===== src/rtl/pipe_ctrl.sv =====
// Pipeline controller: per-stage stall bus, younger-stage flush and EX branch redirect,
// with a pending state that holds a redirect across an outstanding icache miss.
module pipe_ctrl #(
    parameter int CNT_W  = 32,
    parameter int RCNT_W = 16
) (
    input  logic              clk,
    input  logic              rst,
    input  logic              i_stallreq_if,
    input  logic              i_stallreq_id,
    input  logic              i_stallreq_mem,
    input  logic              i_branch_req_ex,
    input  logic [31:0]       i_branch_target_ex,
    output logic [5:0]        o_stall,
    output logic              o_flush,
    output logic              o_redirect_valid,
    output logic [31:0]       o_redirect_target,
    output logic              o_pending,
    output logic [CNT_W-1:0]  o_stall_cycles,
    output logic [RCNT_W-1:0] o_redirect_count
);

    typedef enum logic {
        IDLE    = 1'b0,
        PENDING = 1'b1
    } state_t;

    localparam logic [5:0] STALL_MEM  = 6'b011111;
    localparam logic [5:0] STALL_ID   = 6'b000111;
    localparam logic [5:0] STALL_IF   = 6'b000011;
    localparam logic [5:0] STALL_NONE = 6'b000000;

    state_t              r_state;
    state_t              w_state_nxt;
    logic [31:0]         r_tgt_q;
    logic                w_tgt_load;
    logic [CNT_W-1:0]    r_stall_cycles;
    logic [RCNT_W-1:0]   r_redirect_count;
    logic [5:0]          w_stall_full;
    logic [5:0]          w_stall_no_id;

    // Full priority view, and the view that disregards a wrong-path load-use hazard.
    always_comb begin
        // NOTE: every combinational output gets a default first, so no path leaves a latch.
        w_stall_full  = STALL_NONE;
        w_stall_no_id = STALL_NONE;
        if (i_stallreq_mem) begin
            w_stall_full  = STALL_MEM;
            w_stall_no_id = STALL_MEM;
        end else if (i_stallreq_id) begin
            w_stall_full  = STALL_ID;
            w_stall_no_id = i_stallreq_if ? STALL_IF : STALL_NONE;
        end else if (i_stallreq_if) begin
            w_stall_full  = STALL_IF;
            w_stall_no_id = STALL_IF;
        end
    end

    always_comb begin
        w_state_nxt       = r_state;
        w_tgt_load        = 1'b0;
        o_stall           = STALL_NONE;
        o_flush           = 1'b0;
        o_redirect_valid  = 1'b0;
        o_redirect_target = 32'h0;
        o_pending         = 1'b0;
        if (!rst) begin
            unique case (r_state)
                IDLE: begin
                    o_redirect_target = i_branch_target_ex;
                    o_stall           = w_stall_full;
                    if (i_branch_req_ex && !i_stallreq_mem) begin
                        o_flush = 1'b1;
                        if (i_stallreq_if) begin
                            o_stall     = STALL_IF;
                            w_tgt_load  = 1'b1;
                            w_state_nxt = PENDING;
                        end else begin
                            o_stall          = STALL_NONE;
                            o_redirect_valid = 1'b1;
                        end
                    end
                end
                PENDING: begin
                    o_pending         = 1'b1;
                    o_flush           = 1'b1;
                    o_redirect_target = r_tgt_q;
                    o_stall           = w_stall_no_id;
                    if (!i_stallreq_if && !i_stallreq_mem) begin
                        o_redirect_valid = 1'b1;
                        w_state_nxt      = IDLE;
                    end
                end
                default: w_state_nxt = IDLE;
            endcase
        end
    end

    always_ff @(posedge clk) begin
        // NOTE: sequential state uses non-blocking assignments so all registers update together.
        if (rst) begin
            r_state          <= IDLE;
            r_tgt_q          <= 32'h0;
            r_stall_cycles   <= '0;
            r_redirect_count <= '0;
        end else begin
            r_state <= w_state_nxt;
            if (w_tgt_load)
                r_tgt_q <= i_branch_target_ex;
            if (o_stall[0] && (r_stall_cycles != {CNT_W{1'b1}}))
                r_stall_cycles <= r_stall_cycles + CNT_W'(1);
            if (o_redirect_valid)
                r_redirect_count <= r_redirect_count + RCNT_W'(1);
        end
    end

    assign o_stall_cycles   = r_stall_cycles;
    assign o_redirect_count = r_redirect_count;

endmodule


===== config.mk =====
export PLATFORM = sky130hd
export DESIGN_NAME = pipe_ctrl
export DESIGN_NICKNAME = d
export VERILOG_FILES = /design/src/rtl/pipe_ctrl.sv
export SDC_FILE = /design/constraint.sdc
export NUM_CORES = 1
export LEC_CHECK = 0
export ABC_AREA = 1
export CAP_MARGIN = 20
export CORE_ASPECT_RATIO = 1.25
export CORE_MARGIN = 3
export CORE_UTILIZATION = 40
export DETAILED_ROUTE_END_ITERATION = 6
export PLACE_DENSITY = 0.69
export SYNTH_ARGS = -nofsm -noshare
export SYNTH_HDL_FRONTEND = slang
export SYNTH_SLANG_ARGS = --single-unit
export TNS_END_PERCENT = 10

===== constraint.sdc =====
create_clock -name clk -period 4.3 [get_ports clk]
set_input_delay 0.86 -clock clk [delete_from_list [all_inputs] [get_ports clk]]
set_output_delay 0.86 -clock clk [all_outputs]
set_load 0.02 [all_outputs]

# Word level (Yosys, flattened, before mapping)
# Index checks and enable logic that the tools add are counted.
# W data, S select, Z words.
dict set report word_totals {
  reg_bits 81
  out_inout_bits 89
  word_cells 38
}
dict set report classes {
  n_addsub 2
  n_eq_ne 1
  n_mux 25
  n_bitwise 1
  reduce_logical 5
}
# op n
set ops {}
lappend ops {{$pmux W32 S2} 1}
lappend ops {{$add A32 B1 Y32 const B} 1}
lappend ops {{$mux W32} 1}
lappend ops {{$ne A32 B32 Y1 const B} 1}
lappend ops {{$add A16 B1 Y16 const B} 1}
lappend ops {{$mux W1} 13}
lappend ops {{$mux W6} 2}
lappend ops {{$pmux W6 S2} 1}
lappend ops {{$mux W5} 2}
lappend ops {{$pmux W1 S2} 3}
lappend ops {{$logic_and A1 B1 Y1} 3}
lappend ops {{$mux W3} 1}
lappend ops {{$logic_not A1 Y1} 2}
lappend ops {{$mux W2} 1}
lappend ops {{$not A1 Y1} 1}

# Depth between registers and ports, before layout
dict set report depth {
  ltp_word 7
  mapped_depth 11
  depth_no_buf 11
}

# Worst setup path before layout
# OpenSTA, ideal clock, no wires.
dict set report synth_path {
  path_type {input to output}
  from {input rst}
  to {output o_redirect_target[27]}
  arrival_ps 2025
  setup_slack_ps 1415
  cell_stages 6
  cell_sequence {buf_2 -> inv_1 -> clkbuf_1 -> clkbuf_1 -> o21ai_0 -> a21oi_1}
}
dict set report synth_between {
  elab_chain_len 1
}
# element line_no
set synth_rtl {}
lappend synth_rtl {{start, declared} 8} ;# input logic rst,
lappend synth_rtl {{$mux W32} 67} ;# if (!rst) begin
lappend synth_rtl {{end, declared} 17} ;# output logic [31:0] o_redirect_target,
# Every way passes these cells.

# Worst setup path in the final report
dict set report layout_path {
  from {input i_branch_req_ex}
  to {output o_redirect_valid}
}
dict set report layout_between {
  elab_chain_len 4
}
# element line_no
set layout_rtl {}
lappend layout_rtl {{start, declared} 12} ;# input logic i_branch_req_ex,
lappend layout_rtl {{$logic_and A1 B1 Y1} 72} ;# if (i_branch_req_ex && !i_stallreq_mem) begin
lappend layout_rtl {{$mux W1} 72}
lappend layout_rtl {{$pmux W1 S2} 68} ;# unique case (r_state)
lappend layout_rtl {{$mux W1} 67}
lappend layout_rtl {{end, declared} 16} ;# output logic o_redirect_valid,
# Every way passes these cells.

==> results by group <==
Clocking
  • Sink Count: 81
  • H-tree levels: 3
  • Clk Latency, worst-skew pair: 0.33 ns
  • CTS Buf Count: 9
  • Clock slew at reported path FFs: 0.06 ns
  • Post-CTS setup buffer count: 0
  • CTS tree: done
  • Clk buf depth: 2
  • Post-cts repair resize count: 0
  • Hold_buf cts: 0
  • Clock root cell: clkbuf_16

Synth
  • Largest cells by area after synthesis: dfxtp_1 36%, nand2_1 13%, a21oi_1 8.8%
  • Ys Warns: 0
  • Count of different cell masters after synthesis: 29
  • Yosys reg bits: 81
  • Post-synth top flop: dfxtp_1
  • Post-Syn Area per Cell: 6.39 µm²
  • Commonest cells post-synth: 162 x nand2_1, 95 x nor2_1, 83 x inv_1, 81 x dfxtp_1, 79 x a21oi_1
  • Number of enable flip-flop cells after synthesis: 0
  • Mapped Area: 4510 µm²
  • Seq/Total Area, Yosys: 35.9%
  • Largest area contributor in the netlist: dfxtp_1
  • Asr flop ratio synth: 0%
  • Yosys top cell area share: 35.9%
  • Syn Nets: 746
  • Most frequent cell after synthesis: nand2_1
  • Synthesized netlist cell count: 706

Timing
  • Fin. Hold Viols: 0
  • Rel. slew slack: 55.9%
  • Min cycle time layout: 3.43 ns
  • Setup TNS: 0 ns
  • Fmax achieved: 292 MHz
  • Worst Tran Pin Value: 0.661 ns
  • Setup violations, final: 0
  • Worst Skew: 0.00540 ns
  • RSZ-0062 raised after global routing: false
  • Final slew viol count: 0
  • Final Cycle Share: 79.7%

Power
  • Sw Pwr: 448 µW
  • Switch share: 24.5%
  • Worst VDD drop: 0.157 mV
  • Tot Pwr: 1820 µW
  • Clk network pwr share: 43.5%
  • P_int: 1380 µW
  • PwrDens: 298 nW/µm²
  • Flop pwr share: 42.8%
  • Leak: 0.00224 µW
  • Comb pwr share: 13.8%

Worst setup path
  • CP Class: in -> out
  • Crit path DAT: 2.57 ns
  • CP Launch Type: input port
  • CP endpoint kind: output pin
  • Worst Path Max Fanout: 9
  • Worst Path Required: 3.44 ns
  • Reg2reg setup slack: 1.92 ns

Drt
  • Drt pass-1 iters: 4
  • DR WL/cell: 13.1 µm
  • Drc violations: 0
  • Detailed Route WL: 12.5 mm
  • Via Count: 4,776
  • Post-DRT Antenna Nets: 0
  • Routed vias/inst: 5.01
  • Initial DRC count: 213

Finish
  • Inserted Diodes: 0
  • Non-Filler Instances: 953
  • Layout cells sized above 1: 5.24%
  • NumNets Final: 856
  • Layout area overhead: 35.5%
  • Final Cell Area: 6120 µm²

Min path
  • Hold/Removal Path Class: reg -> reg

Global route
  • First-pass GRT wire length: 20.7 mm
  • Initial antenna violation count: 0
  • Pin count of the biggest net entering global routing: 45
  • GRT Overall Usage: 19.9%
  • Vias in the first global route: 4,527
  • GRT overflow: 0

Placement
  • Port Buf Inserts: 125
  • Post-DP HPWL: 9.29 mm
  • Placed cell count: 937
  • Placed inst area: 5810 µm²
  • Placer congestion estimate: 0.913

Job
  • Max_cap viols: 0

Floorplanning
  • Row count: 42
  • Die span in x: 101 µm
  • Die Y: 125 µm
  • Top Ports: 127
  • DIE AREA: 12,600 µm²
  • Starting Density: 41.7%
  • Core area: 10,800 µm²

Outcome
  • Status: finished clean
## layout by cell type, fill, tap and decap left out
cell             Yosys  layout
a211oi_1            10      10
a21oi_1             79      79
a21oi_2              6       6
a31oi_1              2       2
and3_1               1       1
buf_2                5       1
buf_4                4      10
bufinv_16            0       1
clkbuf_1            22       2
clkbuf_16            0       9
clkbuf_8             0       3
clkdlybuf4s50_1      0     124
clkinv_1             0       1
clkinv_2             0       1
conb_1               1       1
dfxtp_1             81      81
ha_1                 2       2
inv_1               83      82
inv_2                2       2
nand2_1            162     162
nand2_2              3       3
nand2_4              2       2
nand3_1             27      27
nand3b_1             2       2
nand4_1             13      13
nor2_1              95      95
nor2_2               3       3
nor2_4               2       2
nor3_1              11      11
o21ai_0             67      67
xnor2_1              6       6
xor2_1              10      10
## metrics by stage
| step | hold WS [ns] | util [%] | worst slack [ns] |
|---|---|---|---|
| after CTS | 0.468 | 56.5 | 0.847 |
| after global placement | 0.451 | 53.6 | 0.885 |
| after detailed placement | 0.457 | 53.6 | 0.855 |
| after floorplan | 0.440 | - | 1.41 |
| after global routing | 0.479 | 56.5 | 0.710 |
| final | 0.463 | 56.5 | 0.873 |
## sequential cells by signal (all words and copies together), names as in the netlist
signal            cells
o_redirect_count     16
r_state               1
r_tgt_q              32
o_stall_cycles       32
## power groups by stage
stage | logic (µW) | registers, µW | clock network (µW)
finish | 251 | 780 | 793
floorplan | 140 | 797 | 0
detailed placement | 252 | 796 | 0
global placement | 248 | 796 | 0
global route | 275 | 781 | 845
CTS | 254 | 780 | 814
## path summary, 6_finish.rpt
kind / end / cells past startpoint / start
setup / recovery: o_redirect_valid / 8 / i_branch_req_ex
hold / removal: r_tgt_q[4]$_SDFFE_PP0P_ / 2 / r_tgt_q[4]$_SDFFE_PP0P_
setup reg to reg: o_stall_cycles[3]$_SDFFE_PP0P_ / 8 / r_state$_SDFF_PP0_
hold reg to reg: r_tgt_q[4]$_SDFFE_PP0P_ / 2 / r_tgt_q[4]$_SDFFE_PP0P_
## kinds of logic after synthesis
kind of cell,count (synthesis),share of synthesized area (%)
AO/OA/AOI/OAI,164,19.3
XOR/XNOR,16,3.10
adder cells (fa/ha/maj),2,0.554
buffers and inverters,121,11.4
flip-flops,81,35.9
other,1,0.0831
AND/OR/NAND/NOR,321,29.7
## layer usage
layer	track usage, %	up-vias	part of all wire, %
li1	-	2476	-
met1	22.0	2154	40
met2	35.3	134	51
met3	6.44	12	7.9
met4	6.81	0	1.2
met5	0	-	0
## critical path, cell delays in order
cell and delay (ns):
clkdlybuf4s50_1 0.45, inv_1 0.04, nor2_1 0.13, nor2_1 0.07, nor2_1 0.16, nand2_2 0.17
inv_2 0.09, clkdlybuf4s50_1 0.59
## cell type report
type                       count  area, µm²
clock buffer                  14        274
clock inverter                 2       35.0
fill                        1055       4710
inverter                      85        319
multi-input combinational    504       2380
sequential                    81       1620
tap                          132        165
timing repair buffer         135       1320
No activity file was read; power rests on OpenSTA's default activity.
